## config.mk

```make
export PLATFORM = sky130hd
export DESIGN_NAME = picorv32_regs_wbuf
export DESIGN_NICKNAME = d
export VERILOG_FILES = /design/src/rtl/picorv32_wbuf_pkg.sv /design/src/rtl/picorv32_wbuf_fwd.sv /design/src/rtl/picorv32_regs_wbuf.sv
export SDC_FILE = /design/constraint.sdc
export NUM_CORES = 1
export LEC_CHECK = 0
export ABC_AREA = 0
export ABC_CLOCK_PERIOD_IN_PS = 16700
export CORE_MARGIN = 2
export CORE_UTILIZATION = 30
export DETAILED_ROUTE_END_ITERATION = 7
export RECOVER_POWER = 25
export SLEW_MARGIN = 25
export SYNTH_ARGS = -nofsm -noshare
export SYNTH_HDL_FRONTEND = slang
export SYNTH_SLANG_ARGS = --single-unit
```

## constraint.sdc

```tcl
create_clock -name clk -period 16.7 [get_ports clk]
set_input_delay 3.34 -clock clk [delete_from_list [all_inputs] [get_ports clk]]
set_output_delay 3.34 -clock clk [all_outputs]
set_load 0.03 [all_outputs]
```

## src/rtl/picorv32_wbuf_pkg.sv

```systemverilog
// Shared types and helpers for the register-file write-back buffer.
package picorv32_wbuf_pkg;

  localparam int WBUF_AW = 6;
  localparam int WBUF_DW = 32;

  localparam logic [WBUF_AW-1:0] REG_ZERO = '0;

  typedef struct packed {
    logic [WBUF_AW-1:0] addr;
    logic [WBUF_DW-1:0] data;
  } wbuf_entry_t;

  // x0 lives in bank 0 (addr[5]=0) at index 0; Q-bank index 0 is a real register.
  function automatic logic is_zero_reg(input logic [WBUF_AW-1:0] addr);
    return addr == REG_ZERO;
  endfunction

endpackage

```

## src/rtl/picorv32_wbuf_fwd.sv

```systemverilog
// Youngest-match forwarding search for one read port of the write-back buffer.
module picorv32_wbuf_fwd
  import picorv32_wbuf_pkg::*;
#(
  parameter int DEPTH = 4,
  parameter int PW    = 2
) (
  input  wbuf_entry_t          entries [DEPTH],
  input  logic [DEPTH-1:0]     valid,
  input  logic [PW-1:0]        head,
  input  logic [WBUF_AW-1:0]   raddr,
  input  logic [WBUF_DW-1:0]   rf_rdata,
  output logic [WBUF_DW-1:0]   rdata
);

  logic [PW-1:0] idx;

  // Walk oldest to youngest from the head so the last match wins.
  always_comb begin
    rdata = rf_rdata;
    idx   = '0;
    if (!is_zero_reg(raddr)) begin
      for (int i = 0; i < DEPTH; i++) begin
        idx = head + PW'(i);
        if (valid[idx] && (entries[idx].addr == raddr)) begin
          rdata = entries[idx].data;
        end
      end
    end
  end

endmodule

```

## src/rtl/picorv32_regs_wbuf.sv

```systemverilog
// Write-back buffer in front of the register-file write port, with read forwarding.
// Optional in-place coalescing of same-address writes: define PICORV32_WBUF_COALESCE_EN.
module picorv32_regs_wbuf
  import picorv32_wbuf_pkg::*;
#(
  parameter int DEPTH = 4,
  parameter int AW    = WBUF_AW,
  parameter int DW    = WBUF_DW
) (
  input  logic                       clk,
  input  logic                       resetn,
  input  logic                       wb_valid,
  output logic                       wb_ready,
  input  logic [AW-1:0]              wb_addr,
  input  logic [DW-1:0]              wb_data,
  input  logic                       drain_hold,
  input  logic                       flush,
  output logic                       rf_wen,
  output logic [AW-1:0]              rf_waddr,
  output logic [DW-1:0]              rf_wdata,
  input  logic [AW-1:0]              raddr1,
  input  logic [AW-1:0]              raddr2,
  input  logic [DW-1:0]              rf_rdata1,
  input  logic [DW-1:0]              rf_rdata2,
  output logic [DW-1:0]              rdata1,
  output logic [DW-1:0]              rdata2,
  output logic [$clog2(DEPTH):0]     pending
);

  localparam int PW = $clog2(DEPTH);
  localparam logic [PW-1:0] PTR_ONE  = PW'(1);
  localparam logic [PW:0]   CNT_ONE  = (PW+1)'(1);
  localparam logic [PW:0]   CNT_FULL = (PW+1)'(DEPTH);

  wbuf_entry_t      entries_q [DEPTH];
  wbuf_entry_t      entries_d [DEPTH];
  logic [DEPTH-1:0] valid_q, valid_d;
  logic [PW-1:0]    head_q, head_d, tail_q, tail_d, young_idx;
  logic [PW:0]      count_q, count_d;
  logic             full, empty, accept, pop, push, coalesce_hit;

  // Ready depends only on registered occupancy, so a same-cycle pop never frees a slot.
  assign full      = (count_q == CNT_FULL);
  assign empty     = (count_q == '0);
  assign wb_ready  = !full;
  assign accept    = wb_valid && !full;
  assign rf_wen    = !empty && !drain_hold && !flush;
  assign pop       = rf_wen;
  assign young_idx = tail_q - PTR_ONE;

`ifdef PICORV32_WBUF_COALESCE_EN
  // The head leaving this cycle cannot absorb a new write, so that case allocates.
  assign coalesce_hit = accept && !is_zero_reg(wb_addr) && !empty &&
                        (entries_q[young_idx].addr == wb_addr) &&
                        !(pop && (young_idx == head_q));
`else
  assign coalesce_hit = 1'b0;
`endif

  assign push     = accept && !is_zero_reg(wb_addr) && !coalesce_hit;
  assign rf_waddr = entries_q[head_q].addr;
  assign rf_wdata = entries_q[head_q].data;
  assign pending  = count_q;

  // Flush overrides every other queue update in the same cycle.
  always_comb begin
    entries_d = entries_q;
    valid_d   = valid_q;
    head_d    = head_q;
    tail_d    = tail_q;
    count_d   = count_q;
    if (flush) begin
      valid_d = '0;
      head_d  = '0;
      tail_d  = '0;
      count_d = '0;
    end else begin
      if (pop) begin
        valid_d[head_q] = 1'b0;
        head_d          = head_q + PTR_ONE;
      end
      if (push) begin
        entries_d[tail_q].addr = wb_addr;
        entries_d[tail_q].data = wb_data;
        valid_d[tail_q]        = 1'b1;
        tail_d                 = tail_q + PTR_ONE;
      end
      if (coalesce_hit) begin
        entries_d[young_idx].data = wb_data;
      end
      if (push && !pop) begin
        count_d = count_q + CNT_ONE;
      end else if (!push && pop) begin
        count_d = count_q - CNT_ONE;
      end
    end
  end

  always_ff @(posedge clk or negedge resetn) begin
    if (!resetn) begin
      valid_q <= '0;
      head_q  <= '0;
      tail_q  <= '0;
      count_q <= '0;
    end else begin
      valid_q <= valid_d;
      head_q  <= head_d;
      tail_q  <= tail_d;
      count_q <= count_d;
    end
  end

  // Payload storage needs no reset; the valid mask and count gate all use of it.
  always_ff @(posedge clk) begin
    entries_q <= entries_d;
  end

  picorv32_wbuf_fwd #(.DEPTH(DEPTH), .PW(PW)) u_fwd1 (
    .entries  (entries_q),
    .valid    (valid_q),
    .head     (head_q),
    .raddr    (raddr1),
    .rf_rdata (rf_rdata1),
    .rdata    (rdata1)
  );

  picorv32_wbuf_fwd #(.DEPTH(DEPTH), .PW(PW)) u_fwd2 (
    .entries  (entries_q),
    .valid    (valid_q),
    .head     (head_q),
    .raddr    (raddr2),
    .rf_rdata (rf_rdata2),
    .rdata    (rdata2)
  );

endmodule

```

==> summary.md, run 1 <==
| Metric | Value |
|---|---|
| Pre-antenna DRT Iters | 5 |
| CP Max Fanout | 41 |
| Reg clk slew, reported paths | 60 ps |
| GP Congestion | 0.8362 |
| Seq/Total Area, Yosys | 33.45% |
| Final worst-path cycle share | 65.35% |
| Wirelength per Cell | 26.90 um |
| Area after DPL | 0.01722 mm2 |
| CP arrival | 7570 ps |
| Vias per cell | 6.126 |
| Cts repair resizes | 0 |
| Initial antenna violation count | 14 |
| DRT iter0 DRCs | 1243 |
| Initial Utilization | 30.36% |
| Post-Syn Nets | 1370 |
| Yosys top cell area share | 31.55% |
| Total die area | 0.04999 mm2 |
| Largest net degree at the start of global routing | 62 |
| Peak Freq | 91.62 MHz |
| Routed vias | 12370 |
| Period minus WS final | 10910 ps |
| Tot GR Track Use | 21.60% |
| Fillers | 4614 |
| Clk buf depth | 2 |
| Multi-input gate area | 0.009101 mm2 |
| Grt ovf | 0 |
| Total area of sequential cells | 0.004847 mm2 |
| Synth area leaders | edfxtp_1 (32%), mux4_2 (24%), and2_1 (7.0%), mux2i_1 (3.9%), o22ai_1 (2.8%) |
| Setup crit start kind | primary input |
| First-pass GRT wire length | 80.12 mm |
| Die Ht | 223.6 um |
| Fraction of registers with async set/reset | 6.748% |
| CTS tree | yes |
| Area leader, netlist | edfxtp_1 |
| Post-Syn Area | 0.01447 mm2 |
| Max Cap Viol | 0 |
| Core area | 0.04765 mm2 |
| Synth warn | 0 |
| Number of global-route vias before repair | 12300 |
| IR drop worst, VDD | 0.00006936 V |
| Final instance area | 0.01786 mm2 |
| Clock sinks | 163 |
| Hold Path Class | reg2reg |
| Buffers on Ports | 225 |
| Slew HR | 32.42% |
| Total wire length | 54.31 mm |
| Setup violators final | 0 |
| Crit path required time | 13360 ps |
| PwrDens | 119.9 mW/mm2 |
| Util after Layout | 37.49% |
| Yosys reg bits | 163 |
| Die Width | 223.6 um |
| Layout cells sized above 1 | 19.01% |
| Setup CP Type | in2out |
| Avg Inst Size Synth | 11.65 um2 |
| Remaining antenna violation count | 0 |
| Fin Clk Skew | 9.630 ps |
| Area growth syn-to-layout | 23.49% |
| CTS Buf Count | 17 |
| # IOs | 226 |
| Post CTS Setup Buffer Count | 0 |
| Max Slew Vio Count | 0 |
| DRC | 0 |
| Leakage power | 5.536 nW |
| Worst Tran Pin Value | 1014 ps |
| Worst setup EP type | output port |
| Worst skew pair latency | 440 ps |
| Top FF cell, synth | edfxtp_1 |
| RSZ-0062 raised after global routing | false |
| Status | completed |
| Final HPWL DP | 34.99 mm |
| Yosys cell types | 54 |
| H-tree depth | 4 |
| CTS Hold Bufs | 0 |
| Nets | 1516 |
| Cell count after synthesis | 1242 |
| Hold Violations, Final | 0 |
| Clk root buf | clkbuf_16 |
| Post-synth EDFFs | 152 |
| Post-Route Setup TNS | 0 ps |
| Row count | 80 |
[cells in the mapped netlist, drive strengths merged (8+ instances only)]
| library cell | number |
|---|---|
| buf | 50 |
| nor3 | 16 |
| xor2 | 15 |
| a2111oi | 28 |
| a221oi | 32 |
| mux2i | 56 |
| nand3 | 15 |
| a21oi | 27 |
| nor2 | 98 |
| nor3b | 23 |
| nand2 | 23 |
| clkbuf | 80 |
| edfxtp | 152 |
| o221ai | 29 |
| o22ai | 64 |
| and3 | 27 |
| mux4 | 152 |
| a211oi | 34 |
| and2 | 163 |
| ha | 8 |
| dfrtp | 11 |
| nand4 | 8 |
| nor4 | 9 |
| xnor2 | 45 |
| mux2 | 38 |
[worst max-delay path, stage by stage]
cell and delay (ps):
clkdlybuf4s50_1 610, xnor2_2 670, nand4bb_4 640, nor2_1 380, buf_4 250, nor2_4 110, buf_4 330, a2111oi_0 450
a211oi_1 120, clkdlybuf4s50_1 630
[per-stage QoR]
step	cells	hold WS [ps]	worst slack [ps]	power, mW
floorplan	1242	529.4	7496	1.388
global placement	1983	556.4	5544	1.721
global route	2019	610.4	5547	2.247
finish	2019	579.5	5786	2.141
CTS	2013	577.8	5386	2.150
detailed placement	1983	562.8	5408	1.735
[where the power goes]
part           total [mW]  leakage, nW  switching (mW)  internal (mW)
Combinational        1.19         3.72           0.650          0.544
Clock               0.412        0.286           0.165          0.248
Sequential          0.536         1.53          0.0453          0.490
[worst paths after layout]
check	cells after the start	startpoint	slack, ps	end
max in group asynchronous	1	resetn	12950	head_q[0]$_DFFE_PN0P_
min	1	valid_q[3]$_DFF_PN0_	580	valid_q[3]$_DFF_PN0_
min reg2reg	1	valid_q[3]$_DFF_PN0_	580	valid_q[3]$_DFF_PN0_
max	10	raddr1[5]	5790	rdata1[15]
max reg2reg	4	head_q[0]$_DFFE_PN0P_	14180	head_q[1]$_DFFE_PN0P_
min in group asynchronous	1	resetn	3330	pending[2]$_DFFE_PN0P_
[routing by layer]
layer	vias up	global-route usage (%)	part of all wire, %
met4	12	7.398	2.9
met1	6267	28.45	41
met3	112	4.866	9.0
met5	-	0	0.19
li1	5284	-	-
met2	694	35.14	47
[flip-flops by register name, summed over array words and instances, names as in the netlist]
signal     count
valid_q        4
pending        3
entries_q    152
head_q         2
tail_q         2
[logic make-up (layout without fill, tap and decap cells)]
group / count (synthesis) / after routing / share of synthesized area (%)
AND/OR/NAND/NOR: 395 / 395 / 15.17
multiplexers: 246 / 246 / 30.57
AO/OA/AOI/OAI: 232 / 232 / 11.94
flip-flops: 163 / 163 / 33.45
buffers and inverters: 137 / 294 / 4.290
XOR/XNOR: 60 / 60 / 3.736
adder cells (fa/ha/maj): 9 / 9 / 0.8303
other: 0 / 5 / 0
[area by class of cell]
cell class,instances,share of cell area (%)
timing repair buffer,257,14.06
antenna,5,0.07004
clock buffer,19,2.423
inverter,7,0.1471
multi-input combinational,942,50.95
sequential,163,27.13
clock inverter,11,0.9105
tap,615,4.307
[cell usage in the layout, fill, tap and decap left out, types with 23 or more instances in the layout]
cell type / count
a2111oi_0: 24
edfxtp_1: 152
a21oi_1: 26
and2_1: 133
a211oi_1: 33
mux2i_1: 56
mux4_2: 152
buf_4: 31
a221oi_1: 32
and2_0: 26
nor2_1: 93
xnor2_1: 43
clkdlybuf4s50_1: 192
and3_1: 25
dlygate4sd3_1: 33
o22ai_1: 64
nand2_1: 23
nor3b_1: 23
o221ai_1: 29
(Power assumes the default switching activity.)
==> run 2: changes to the inputs <==
--- a/config.mk
+++ b/config.mk
@@ -6,7 +6,7 @@
 export NUM_CORES = 1
 export LEC_CHECK = 0
 export ABC_AREA = 0
-export ABC_CLOCK_PERIOD_IN_PS = 16700
+export ABC_CLOCK_PERIOD_IN_PS = 11150
 export CORE_MARGIN = 2
 export CORE_UTILIZATION = 30
 export DETAILED_ROUTE_END_ITERATION = 7
==> constraint.sdc (replaced) <==
create_clock -name clk -period 11.15 [get_ports clk]
set_input_delay 2.23 -clock clk [delete_from_list [all_inputs] [get_ports clk]]
set_output_delay 2.23 -clock clk [all_outputs]
set_load 0.03 [all_outputs]
==> run 2 against run 1 <==
Net effect: non-clock buffer count grew 3; hold slack improved by 25 ps; largest power group unchanged; via count down 0.25%; total power up 51%; sequential power grew 51%.
==> summary.md, run 2 (same netlist as run 1, synthesis figures left out) <==
| Metric | Value |
|---|---|
| Status | completed |
| Crit path required time | 8920 ps (-4440 ps) |
| Routed vias | 12340 (-0.25%) |
| Buffers on Ports | 225 (unchanged) |
| CP arrival | 6740 ps (-830 ps) |
| Worst skew pair latency | 450 ps (about the same) |
| Total wire length | 54.96 mm (+1.2%) |
| Initial antenna violation count | 6 (-8) |
| Reg clk slew, reported paths | 70 ps (about the same) |
| Hold Path Class | reg2reg |
| Final worst-path cycle share | 80.46% |
| Routed length on met3 | 4.332 mm (-12%) |
| Tot GR Track Use | 21.69% (+0.087 points) |
| Number of global-route vias before repair | 12160 (-1.2%) |
| Post-placement cell count | 1986 (+0.15%) |
| Clock sinks | 163 (unchanged) |
| DRT iter0 DRCs | 1019 (-18%) |
| Remaining antenna violation count | 0 (unchanged) |
| Reg with most FFs | entries_q |
| RSZ-0062 raised after global routing | false |
| Peak Freq | 111.5 MHz |
| Reg2reg setup slack | 8770 ps (-5410 ps) |
| Net load switching power | 1.303 mW (+52%) |
| Wirelength per Cell | 27.15 um (+0.95%) |
| Row count | 80 (unchanged) |
| Clk root buf | clkbuf_16 |
| Post CTS Setup Buffer Count | 0 (unchanged) |
| Combinational power share | 55.2% (-0.5 points) |
| DR WL met2 | 26.53 mm (+3.5%) |
| Worst Hold End | tail_q[1]$_DFFE_PN0P_ |
| Fin Clk Skew | 8.322 ps (-1.308 ps) |
| Pwr Total | 3.227 mW (+51%) |
| CTS Hold Bufs | 0 (unchanged) |
| Area growth syn-to-layout | 23.72% |
| Cts repair resizes | 0 (unchanged) |
| RR Endpoint | entries_q[120]$_DFFE_PP_ |
| Commonest non-fill, non-tap cell in the layout | clkdlybuf4s50_1 |
| Die Ht | 223.6 um (unchanged) |
| Max Slew Vio Count | 0 (unchanged) |
| Non-Filler Instances | 2024 (+0.25%) |
| First-pass GRT wire length | 80.54 mm (+0.53%) |
| Worst Setup SP | raddr1[5] |
| Layout cells sized above 1 | 19.30% (+0.29 points) |
| Setup violators final | 0 (unchanged) |
| Hold Violations, Final | 0 (unchanged) |
| Pre-antenna DRT Iters | 5 (unchanged) |
| IR drop worst, VDD | 0.0001167 V (+68%) |
| Setup CP Type | in2out |
| Most frequent cells in the layout | clkdlybuf4s50_1 (194), mux4_2 (152), edfxtp_1 (152), and2_1 (129), nor2_1 (93) |
| Vias per cell | 6.096 (-0.50%) |
| Largest register FFs | 152 (unchanged) |
| WL met1 | 22.92 mm (+3.6%) |
| Die Width | 223.6 um (unchanged) |
| Total die area | 0.04999 mm2 (unchanged) |
| Slew HR | 24.97% (-7.5 points) |
| Setup crit start kind | primary input |
| CP Max Fanout | 24 (-41%) |
| Max Cap Viol | 0 (unchanged) |
| Period minus WS final | 8971 ps |
| GP Congestion | 0.8302 (-0.72%) |
| Worst setup EP type | output port |
| Min-delay src | tail_q[1]$_DFFE_PN0P_ |
| CTS Buf Count | 17 (unchanged) |
| Reg-to-Reg Start | tail_q[0]$_DFFE_PN0P_ |
| Util after Layout | 37.56% (+0.068 points) |
| Initial Utilization | 30.36% (unchanged) |
| CTS tree | yes |
| Nets | 1519 (+0.20%) |
| Largest net degree at the start of global routing | 62 (unchanged) |
| H-tree depth | 4 (unchanged) |
| Cell count of the worst hold path | 2 (+1) |
| PwrDens | 180.3 mW/mm2 (+50%) |
| Clk network pwr share | 19.7% (+0.5 points) |
| Post-Route Setup TNS | 0 ps (unchanged) |
| Internal Power | 1.924 mW (+50%) |
| DR top layer | met5 |
| Leakage power | 5.551 nW (+0.27%) |
| Clk buf depth | 2 (unchanged) |
| Reg power frac | 25.1% (about the same) |
| Net switching share of the total power | 40.38% (+0.23 points) |
| DRC | 0 (unchanged) |
| Worst Tran Pin Value | 1119 ps (+105.7 ps) |
| # IOs | 226 (unchanged) |
| Reg2reg path depth | 5 (+1) |
| Grt ovf | 0 (unchanged) |
| Final HPWL DP | 35.58 mm (+1.7%) |
| Core area | 0.04765 mm2 (unchanged) |
-- run 2: metrics by stage --
stage / hold WS (ps) / cell area, um2 / setup slack [ps]
after CTS: 585.9 / 17860 / 2248
after global routing: 615.2 / 17890 / 2017
final: 604.4 / 17900 / 2179
after detailed placement: 570.3 / 17240 / 2282
after floorplan: 529.4 / 14470 / 3990
after global placement: 552.7 / 17240 / 2350
-- run 2: how the worst max path moves through the flow --
stage / end
2_1_floorplan: rdata1[18]
3_3_place_gp: rdata1[25]
6_report: rdata1[25]
4_1_cts: rdata1[25]
3_5_place_dp: rdata1[25]
5_1_grt: rdata1[25]
-- run 2: worst max-delay path: stages --
cell and delay (ps):
clkdlybuf4s50_1 680, xnor2_2 290, nand4bb_2 180, buf_4 380, nor2_1 90, buf_4 210
a211oi_4 830, buf_4 460, o22ai_1 120, a211oi_1 470, clkdlybuf4s50_1 760
-- run 2: metal layers --
layer	vias up	GRT usage (%)
met5	-	0
li1	5297	-
met3	70	3.673
met2	621	35.84
met4	4	7.011
met1	6346	29.04
-- run 2: power by group through the flow --
stage | registers, mW | logic [mW] | clock network [mW]
4_1_cts | 0.810 | 1.79 | 0.640
3_3_place_gp | 0.817 | 1.76 | 0
5_1_grt | 0.820 | 1.89 | 0.660
2_1_floorplan | 0.783 | 1.30 | 0
3_5_place_dp | 0.823 | 1.78 | 0
6_report | 0.811 | 1.78 | 0.635
-- run 2: final cells by class --
| class | count | area [um2] |
|---|---|---|
| Fill cell | 4623 | 29750 |
| Multi-Input combinational cell | 942 | 9090 |
| Sequential cell | 163 | 4847 |
| Timing Repair Buffer | 260 | 2535 |
| Tap cell | 615 | 769.5 |
| Clock buffer | 19 | 432.9 |
| Clock inverter | 13 | 183.9 |
| Inverter | 7 | 26.28 |
| Antenna cell | 5 | 12.51 |
